[config.mk]
export PLATFORM = sky130hd
export DESIGN_NAME = key_event_gen
export DESIGN_NICKNAME = d
export VERILOG_FILES = /design/src/rtl/key_event_gen.sv
export SDC_FILE = /design/constraint.sdc
export NUM_CORES = 1
export LEC_CHECK = 0
export BUFFER_PORTS_ARGS = -buffer_cell sky130_fd_sc_hd__buf_2
export CORE_MARGIN = 2
export CORE_UTILIZATION = 58
export CTS_BUF_LIST = sky130_fd_sc_hd__clkbuf_4 sky130_fd_sc_hd__clkbuf_8 sky130_fd_sc_hd__clkbuf_16
export DETAILED_ROUTE_END_ITERATION = 8
export PLACE_DENSITY = 0.78
export SETUP_SLACK_MARGIN = 0.5
export SLEW_MARGIN = 5
export SYNTH_ARGS = -nofsm -noshare
export SYNTH_HDL_FRONTEND = slang
export SYNTH_SLANG_ARGS = --single-unit
[constraint.sdc]
create_clock -name Clk -period 1.5 [get_ports Clk]
set_input_delay 0.075 -clock Clk [delete_from_list [all_inputs] [get_ports Clk]]
set_output_delay 0.075 -clock Clk [all_outputs]
set_load 0.02 [all_outputs]
[src/rtl/key_event_gen.sv]
// Key front end: two-flop sync, per-lane debounce, press-edge capture and
// frame-aligned press events. Define AUTOREPEAT_EN to add held-key auto-repeat.
module key_event_gen #(
    parameter int unsigned      NKEYS        = 8,
    parameter int unsigned      DEBOUNCE_CYC = 16,
    parameter int unsigned      REPEAT_DELAY = 20,
    parameter int unsigned      REPEAT_RATE  = 4,
    parameter logic [NKEYS-1:0] REPEAT_MASK  = NKEYS'(8'h0C)
) (
    input  logic             Clk,
    input  logic             Reset_n,
    input  logic [NKEYS-1:0] keys_in,
    input  logic             frame_tick,
    output logic [NKEYS-1:0] key_held,
    output logic [NKEYS-1:0] press_evt,
    output logic             missed_evt
);

    localparam int unsigned    CW       = $clog2(DEBOUNCE_CYC + 1);
    localparam logic [CW-1:0]  CNT_LAST = CW'(DEBOUNCE_CYC - 1);

    logic [NKEYS-1:0]         sync1_q, sync2_q;
    logic [NKEYS-1:0]         held_q, held_d;
    logic [NKEYS-1:0][CW-1:0] cnt_q, cnt_d;
    logic [NKEYS-1:0]         pending_q, pending_d;
    logic [NKEYS-1:0]         evt_q, evt_d;
    logic                     missed_q, missed_d;
    logic [NKEYS-1:0]         rise;
    logic [NKEYS-1:0]         rep;

    // NOTE: every variable gets a default before the branches so no latch is inferred.
    always_comb begin
        held_d = held_q;
        cnt_d  = cnt_q;
        for (int i = 0; i < NKEYS; i++) begin
            if (sync2_q[i] == held_q[i]) begin
                cnt_d[i] = '0;
            end else if (cnt_q[i] == CNT_LAST) begin
                held_d[i] = sync2_q[i];
                cnt_d[i]  = '0;
            end else begin
                cnt_d[i] = cnt_q[i] + CW'(1);
            end
        end
        rise = held_d & ~held_q;
    end

`ifdef AUTOREPEAT_EN
    localparam int unsigned   RW        = $clog2(REPEAT_DELAY + 1);
    localparam logic [RW-1:0] RC_TOP    = RW'(REPEAT_DELAY);
    // Reload one above DELAY-RATE so later repeats land exactly REPEAT_RATE frames apart.
    localparam logic [RW-1:0] RC_RELOAD = RW'(REPEAT_DELAY - REPEAT_RATE + 1);

    logic [NKEYS-1:0][RW-1:0] rc_q, rc_d;

    always_comb begin
        rc_d = rc_q;
        rep  = '0;
        for (int i = 0; i < NKEYS; i++) begin
            if (!REPEAT_MASK[i] || !held_q[i]) begin
                rc_d[i] = '0;
            end else if (frame_tick) begin
                if (rc_q[i] == RC_TOP) begin
                    rep[i]  = 1'b1;
                    rc_d[i] = RC_RELOAD;
                end else begin
                    rc_d[i] = rc_q[i] + RW'(1);
                end
            end
        end
    end

    always_ff @(posedge Clk or negedge Reset_n) begin
        if (!Reset_n) rc_q <= '0;
        else          rc_q <= rc_d;
    end
`else
    assign rep = '0;
`endif

    // A press or repeat in the tick cycle is set after the clear, so it shows next frame.
    always_comb begin
        pending_d = (frame_tick ? '0 : pending_q) | rise | rep;
        evt_d     = frame_tick ? pending_q : evt_q;
        missed_d  = frame_tick ? 1'b0 : (missed_q | (|(rise & pending_q)));
    end

    // NOTE: state registers use non-blocking assignments so all flops update together.
    always_ff @(posedge Clk or negedge Reset_n) begin
        if (!Reset_n) begin
            sync1_q   <= '0;
            sync2_q   <= '0;
            held_q    <= '0;
            cnt_q     <= '0;
            pending_q <= '0;
            evt_q     <= '0;
            missed_q  <= 1'b0;
        end else begin
            sync1_q   <= keys_in;
            sync2_q   <= sync1_q;
            held_q    <= held_d;
            cnt_q     <= cnt_d;
            pending_q <= pending_d;
            evt_q     <= evt_d;
            missed_q  <= missed_d;
        end
    end

    assign key_held   = held_q;
    assign press_evt  = evt_q;
    assign missed_evt = missed_q;

endmodule
# Word level (Yosys, flattened, before mapping)
# Index checks and enable logic that the tools add are counted.
[op_classes]
add_sub_neg = 8
mul = 0
n_div = 0
magnitude_cmp = 0
eq_ne = 16
n_shift = 0
muxes = 34
n_bitwise = 5
reduce_logical = 1
[op_table]
columns = ["cell", "count"]
rows = [
  ["5-bit 2-to-1 mux", 16],
  ["5-bit by 1-bit adder with 5-bit output (second input constant)", 8],
  ["5-bit by 4-bit == test with 1-bit output (second input constant)", 8],
  ["1-bit 2-to-1 mux", 17],
  ["8-bit bitwise AND", 2],
  ["1-bit == test", 8],
  ["8-bit 2-to-1 mux", 1],
  ["8-bit NOT", 1],
  ["8-bit bitwise OR", 1],
  ["8-bit OR reduction", 1],
  ["1-bit bitwise OR", 1],
]
[word_totals]
register_bits = 81
latch_bits = 0
ram_bits = 0
romBits = 0
input_bits = 11
out_inout_bits = 17
elab_cells = 78
mem_count = 0

# Logic depth before layout (Yosys ltp)
# Gate-level depths: netlist (run 1).
[logic_depth]
depth_word = 8
depth_mapped = 5
depth_no_buf = 5

# Worst setup path after synthesis (run 1)
# Ideal clock, no wire load.
[synth_path]
path_type = "reg-to-reg"
startpoint = "register cnt_q[25] in the netlist's numbering"
endpoint = "register missed_q (netlist: missed_evt)"
setup_ns = 0.146
arrival_ns = 1.242
required_time_ns = 1.354
setup_slack_ns = 0.112
stages_incl_launch_ff = 6
n_path_buf = 0
period_less_slack_ns = 1.388
cell_sequence = "dfrtp_1 > ha_1 > nand3_2 > nor4b_2 > a222oi_1 > a41oi_2"
[synth_via]
elab_chain_len = 8
[synth_lines]
columns = ["element", "line_no", "text"]
rows = [
  ["start, declared", "24", "logic [NKEYS-1:0][CW-1:0] cnt_q, cnt_d;"],
  ["start signal, assigned", "102", "cnt_q <= cnt_d;"],
  ["5-bit by 4-bit == test with 1-bit output", "38", "end else if (cnt_q[i] == CNT_LAST) begin"],
  ["1-bit 2-to-1 mux", "38", ""],
  ["1-bit 2-to-1 mux", "36", "if (sync2_q[i] == held_q[i]) begin"],
  ["8-bit bitwise AND", "45", "rise = held_d & ~held_q;"],
  ["8-bit bitwise AND", "85", "missed_d = frame_tick ? 1'b0 : (missed_q | (|(rise & pending_q)));"],
  ["8-bit OR reduction", "85", ""],
  ["1-bit bitwise OR", "85", ""],
  ["1-bit 2-to-1 mux", "85", ""],
  ["via missed_d", "27", "logic missed_q, missed_d;"],
  ["end signal, assigned", "105", "missed_q <= missed_d;"],
  ["end, declared", "27", ""],
]
# The timed path passes the listed nets, and every way through them passes these cells.
# A chain may end at the register's enable or synchronous reset.

# Worst setup path in the final report (run 1)
[layout_path]
startpoint = "register cnt_q[26] in the netlist's numbering"
endpoint = "register missed_q (netlist: missed_evt)"
# Same word-level chain as after synthesis.

==> out/metrics.csv, run 1 <==
stage;metric;value;unit
timing;pins over their slew limit;0;
timing;Fin. Hold Viols;0;
critical_path;Critical Path Start Type;flip-flop;
critical_path;cell-by-cell trace of the critical path;ha_4 -> nand3_4 -> nor4b_2 -> a222oi_1 -> a41oi_2;
die;Starting Density;61.1;%
yosys;Synth Net Count;251;
run;Max-Cap Viols;0;
cts;level count of the clock H-tree;3;
timing;Slew @ Worst Pin;0.474;ns
die;row count;26;
die;Die Ht;77.8;um
min_path;HP Start;frame_tick;
critical_path;R2R Setup Slk;0.06;ns
power_and_ir_drop;pwr/cell area;929;nW/um^2
route;via/cell ratio;5.22;
critical_path;Critical-path top delay cell;dfrtp_1;
critical_path;R2R depth;5;
final_layout;Filler cells;203;
yosys;register bit total from synthesis;81;
timing;fin crit share;95.8;%
critical_path;delay-heaviest family, CP;compound AO/OA/AOI/OAI gates;
global_routing;GR Overflow Total;0;
die;IO Pins;28;
timing;Max Clock Skew;0.00810;ns
critical_path;RR Endpoint;missed_evt;
global_routing;total global-route track usage;23.6;%
critical_path;worst path required time;1.72;ns
critical_path;RR Startpoint;cnt_q[26];
critical_path;critical path peak fanout;2;
critical_path;crit path launch;cnt_q[26];
critical_path;buffer and inverter count on the worst path;0;
yosys;Syn. warnings;0;
cts;CTS Buf Count;9;
timing;fmax;696;MHz
global_routing;first-pass GRT wire length;10.8;mm
placement;Final Wtd Congestion;0.726;
cts;root buf cell;clkbuf_8;
route;Routed Antenna Nets;0;
yosys;Mapped Avg Cell Area;13.6;um^2
critical_path;Critical Path Sink;missed_evt;
power_and_ir_drop;LEAKAGE;2.21;nW
timing;final setup violation count;0;
critical_path;Worst path max stage delay;0.42;ns
die;Die ar.;6050;um^2
placement;Port Buffers;27;
timing;RSZ-0062 raised after global routing;yes;
placement;post-DP HPWL;3.48;mm
critical_path;kind of critical path;reg2reg;
power_and_ir_drop;worst vdd ir;0.733;mV
global_routing;initial antenna violation count;0;
die;Core Box Area;5170;um^2
route;routed len/inst;17.5;um
route;via count;2072;
cts;clock buffer depth;2;
route;DRT iter0 DRCs;115;
critical_path;CP endpoint kind;flip-flop;
yosys;Synth cell types;27;
global_routing;vias in the first global route;2256;
critical_path;WP data arrival;1.66;ns
die;Die W;77.8;um
final_layout;synthesis-to-finish area growth;46.1;%
final_layout;Antenna Diode Count;0;
timing;Post-Route Setup TNS;0;ns
final_layout;layout cell share with drive strength beyond 1;50.8;%
critical_path;Crit. path cell count;5;
final_layout;fin cells;397;
yosys;Cell Area, Synth;3160;um^2
cts;Reg clk slew, reported paths;0.08;ns
min_path;Hold Path Class;in2reg;
placement;placed cell count;330;
cts;Clk Latency, worst-skew pair;0.35;ns
run_status;status;finished clean;
timing;minimum clock period;1.44;ns
route;DR pass1 iterations;4;
yosys;register area share after synthesis;64.2;%
yosys;Syn Inst Count;232;
route;# DRC;0;
cts;CTS tree;done;
final_layout;NumNets Final;342;
route;Total Routed Length;6.94;mm
cts;clock tree sinks;81;
global_routing;largest net degree at the start of global routing;36;
timing;Rel. slew slack;68.4;%
## what timing repair did
| action | in CTS | in global routing |
|---|---|---|
| hold endpoints to repair | 41 | 0 |
| hold buffers | 9 | 0 |
| pin swaps | 21 | 18 |
| setup buffers | 24 | 19 |
| gates resized for setup | 46 | 49 |
| endpoints found under the setup margin | 57 | 71 |
## where the power goes
part           total, W  internal [W]  switching, W
Clock           0.00159      0.000864      0.000727
Sequential      0.00234       0.00226     0.0000806
Combinational  0.000359      0.000194      0.000165
Total           0.00429       0.00331      0.000972
## stage by stage
| stage | hold slack, ns | area, um^2 | utilization, % | setup slack [ns] | power (W) |
|---|---|---|---|---|---|
| 2_1_floorplan | -0.221 | 3310 | - | 0.165 | 0.00248 |
| 5_1_grt | 0.0805 | 4610 | 89.2 | 0.0189 | 0.00447 |
| 6_report | 0.0849 | 4610 | 89.2 | 0.0624 | 0.00429 |
| 4_1_cts | 0.0901 | 4250 | 82.1 | 0.0628 | 0.00425 |
| 3_5_place_dp | 0.0635 | 3570 | 69.1 | 0.0830 | 0.00258 |
| 3_3_place_gp | 0.0622 | 3570 | 69.1 | 0.122 | 0.00257 |
## flip-flops by register name, indices dropped and copies added, names as in the netlist
signal	cells
sync2_q	8
key_held	8
missed_evt	1
pending_q	8
sync1_q	8
press_evt	8
cnt_q	40
## layer usage
| layer | part of all wire (%) | global-route usage, % | vias to the layer above |
|---|---|---|---|
| li1 | - | - | 972 |
| met4 | 1.9 | 8.93 | 0 |
| met5 | 0 | 0 | - |
| met2 | 56 | 39.6 | 34 |
| met3 | 3.1 | 8.26 | 13 |
| met1 | 39 | 28.1 | 1053 |
## cell usage after synthesis
| cell | number | area [um^2] |
|---|---|---|
| a21o_1 | 3 | 22.5 |
| a21o_2 | 1 | 8.76 |
| a222oi_1 | 1 | 10.0 |
| a22o_1 | 4 | 35.0 |
| a31oi_1 | 3 | 18.8 |
| a32oi_1 | 1 | 8.76 |
| a41oi_2 | 1 | 16.3 |
| and2_1 | 9 | 56.3 |
| and3_1 | 7 | 43.8 |
| and3_2 | 1 | 7.51 |
| and4b_4 | 1 | 13.8 |
| buf_2 | 1 | 5.00 |
| dfrtp_1 | 81 | 2030 |
| ha_1 | 8 | 100 |
| inv_1 | 7 | 26.3 |
| inv_2 | 1 | 3.75 |
| mux2_2 | 16 | 180 |
| nand2_1 | 1 | 3.75 |
| nand2b_1 | 1 | 6.26 |
| nand3_1 | 11 | 55.1 |
| nand3_2 | 4 | 40.0 |
| nor2_1 | 30 | 113 |
| nor2b_1 | 4 | 25.0 |
| nor4b_2 | 1 | 15.0 |
| nor4b_4 | 3 | 71.3 |
| o21ai_1 | 7 | 35.0 |
| xor2_1 | 24 | 210 |
## kinds of logic after synthesis
kind of cell | count (synthesis) | share of synthesized area, %
compound gates | 21 | 4.91
xor+xnor | 24 | 6.66
fa+ha+maj | 8 | 3.17
buf+inv | 9 | 1.11
flops | 81 | 64.2
mux | 16 | 5.71
simple gates | 73 | 14.3
## final cells by class
type	instances	area, um^2	share of cell area (%)
sequential	81	2030	44.1
timing repair buffer	81	742	16.1
inverter	8	30.0	0.651
tap	70	87.6	1.90
clock buffer	12	159	3.44
clock inverter	3	40.0	0.868
multi-input combinational	142	1520	33.0
## placed cells by master, fill, tap and decap left out, types with 2 or more instances in the layout
cell type      count
dfrtp_1           75
buf_6             31
buf_4             27
xor2_1            18
nor2_1            17
buf_2             12
clkbuf_8          11
and2_1             9
dlygate4sd3_1      9
mux2_4             8
mux2_2             8
nand3_4            7
inv_1              7
nor2_4             7
ha_4               7
nor2_2             6
nand3_1            6
dfrtp_2            6
o21ai_4            5
and3_4             5
xor2_2             4
nor2b_1            4
a22o_1             4
nor4b_4            3
a21o_1             3
a31oi_1            3
nand3_2            2
xor2_4             2
and3_1             2
clkinv_2           2
buf_12             2
## worst min-delay path by stage
| stage | endpoint | slack [ns] | cells after the start |
|---|---|---|---|
| final | missed_evt | 0.08 | 2 |
| after global placement | cnt_q[31] | 0.06 | 1 |
| after CTS | missed_evt | 0.09 | 2 |
| after global routing | missed_evt | 0.08 | 2 |
| after detailed placement | cnt_q[30] | 0.06 | 1 |
| after floorplan | cnt_q[0] | -0.22 | 0 |
No activity file was read; power rests on OpenSTA's default activity.
==> run 2, diff against run 1 <==
--- a/config.mk
+++ b/config.mk
@@ -7,10 +7,10 @@
 export LEC_CHECK = 0
 export BUFFER_PORTS_ARGS = -buffer_cell sky130_fd_sc_hd__buf_2
 export CORE_MARGIN = 2
-export CORE_UTILIZATION = 58
+export CORE_UTILIZATION = 40
 export CTS_BUF_LIST = sky130_fd_sc_hd__clkbuf_4 sky130_fd_sc_hd__clkbuf_8 sky130_fd_sc_hd__clkbuf_16
+export CTS_CLUSTER_DIAMETER = 120
 export DETAILED_ROUTE_END_ITERATION = 8
-export PLACE_DENSITY = 0.78
 export SETUP_SLACK_MARGIN = 0.5
 export SLEW_MARGIN = 5
 export SYNTH_ARGS = -nofsm -noshare
==> out/metrics.csv, run 2 (synthesis gave the netlist of run 1 again) <==
stage;metric;value;unit
critical_path;buffer and inverter count on the worst path;2;
final_layout;Antenna Diode Count;0;
die;Die W;92.9;um
route;DRT iter0 DRCs;65;
timing;Post-Route Setup TNS;0;ns
global_routing;first-pass GRT wire length;9.78;mm
cts;level count of the clock H-tree;3;
final_layout;layout cell share with drive strength beyond 1;48.6;%
die;Core Box Area;7690;um^2
global_routing;vias in the first global route;2040;
cts;Reg clk slew, reported paths;0.08;ns
global_routing;GR Overflow Total;0;
timing;RSZ-0062 raised after global routing;yes;
route;routed len/inst;13.7;um
die;row count;32;
route;# DRC;0;
die;Starting Density;41.1;%
power_and_ir_drop;worst vdd ir;0.535;mV
critical_path;Worst path max stage delay;0.39;ns
critical_path;Critical-path top delay cell;dfrtp_1;
timing;fmax;706;MHz
final_layout;commonest non-fill, non-tap cell in the layout;dfrtp_1;
cts;clock buffer depth;2;
power_and_ir_drop;pwr/cell area;1010;nW/um^2
placement;placed cell count;363;
global_routing;largest net degree at the start of global routing;37;
timing;Rel. slew slack;75.0;%
timing;Max Clock Skew;0.00911;ns
cts;root buf cell;clkbuf_8;
final_layout;max reg flops;40;
critical_path;kind of critical path;reg2reg;
global_routing;total global-route track usage;15.0;%
critical_path;cell-by-cell trace of the critical path;ha_4 -> nand3_4 -> buf_4 -> buf_6 -> nor2_4 -> mux2_4;
timing;Slew @ Worst Pin;0.375;ns
final_layout;largest reg by FF count;cnt_q;
critical_path;worst path required time;1.73;ns
route;DR pass1 iterations;4;
placement;post-DP HPWL;3.43;mm
placement;Final Wtd Congestion;0.681;
critical_path;critical path peak fanout;3;
final_layout;final core occ;60.9;%
timing;fin crit share;94.5;%
route;via/cell ratio;4.74;
cts;clock tree sinks;81;
final_layout;NumNets Final;335;
route;via count;2004;
cts;CTS Buf Count;9;
die;IO Pins;28;
critical_path;Critical Path Start Type;flip-flop;
final_layout;synthesis-to-finish area growth;48.1;%
final_layout;most frequent cells in the layout;74 x dfrtp_1, 29 x buf_6, 23 x buf_4;
timing;final setup violation count;0;
route;Total Routed Length;5.80;mm
run;Max-Cap Viols;0;
critical_path;delay-heaviest family, CP;flip-flops;
cts;CTS tree;done;
power_and_ir_drop;LEAKAGE;2.20;nW
timing;WHS;0.0909;ns
die;Die Ht;92.9;um
critical_path;WP data arrival;1.65;ns
min_path;Hold Path Class;in2reg;
timing;minimum clock period;1.42;ns
timing;pins over their slew limit;0;
timing;Fin. Hold Viols;0;
global_routing;initial antenna violation count;0;
cts;Clk Latency, worst-skew pair;0.34;ns
final_layout;fin cells;423;
critical_path;CP endpoint kind;flip-flop;
run_status;status;finished clean;
route;Routed Antenna Nets;0;
die;Die ar.;8620;um^2
placement;Port Buffers;27;
## run 2: cell types whose count changed in the layout (fill, tap and decap cells not counted), moves of 2 or more
cell,delta
nand3_1,+2
buf_6,-2
buf_4,-4
nor2_2,-5
bufinv_16,+3
clkbuf_8,-2
nor2_1,+4
nand3_2,-2
clkinv_2,-2
## run 2: cell type report
cell class | count | area [um^2]
sequential | 81 | 2040
inverter | 8 | 30.0
tap | 102 | 128
clock inverter | 5 | 128
clock buffer | 11 | 139
timing repair buffer | 74 | 669
multi-input combinational | 142 | 1550
fill | 600 | 3010
## run 2: what timing repair did
item	4_1_cts	5_1_grt
setup buffers	22	13
pin swaps	19	14
setup endpoints to repair	61	70
endpoints found under the hold margin	89	0
resized for setup	62	31
hold buffers	9	0
## run 2: where the power goes
| part | total, W | internal [W] | switching, W | leakage [nW] |
|---|---|---|---|---|
| registers | 0.00233 | 0.00226 | 0.0000783 | 1.06 |
| clock network | 0.00207 | 0.00131 | 0.000755 | 0.131 |
| logic | 0.000332 | 0.000181 | 0.000152 | 1.01 |
| total | 0.00473 | 0.00375 | 0.000985 | 2.20 |
## run 2: stage by stage
stage / power, W / cell area (um^2) / setup WS, ns
after detailed placement: 0.00258 / 3610 / 0.0717
after floorplan: 0.00248 / 3310 / 0.165
after CTS: 0.00475 / 4400 / 0.109
final: 0.00473 / 4680 / 0.0831
after global placement: 0.00257 / 3610 / 0.112
after global routing: 0.00495 / 4680 / 0.00343
## run 2: final timing paths
path                       startpoint           to  slack [ns]  cells past startpoint
min in group asynchronous     Reset_n    cnt_q[15]        0.19                      2
setup reg to reg            cnt_q[26]  key_held[5]        0.08                      6
max in group asynchronous     Reset_n  key_held[4]        0.79                      3
hold / removal             frame_tick   missed_evt        0.09                      2
setup / recovery            cnt_q[26]  key_held[5]        0.08                      6
hold reg to reg            sync1_q[3]   sync2_q[3]        0.35                      0
## run 2: layer usage
layer | share of wire [%] | GRT usage (%)
met1 | 45 | 19.5
met4 | 1.4 | 5.88
met5 | 0 | 0
met2 | 50 | 23.2
met3 | 3.3 | 5.04
## run 2: worst reg2reg max path, cell delays in order (launching register included)
cell     delay, ns
dfrtp_1       0.39
ha_4          0.17
nand3_4       0.09
buf_4         0.15
buf_6         0.11
nor2_4        0.10
mux2_4        0.30
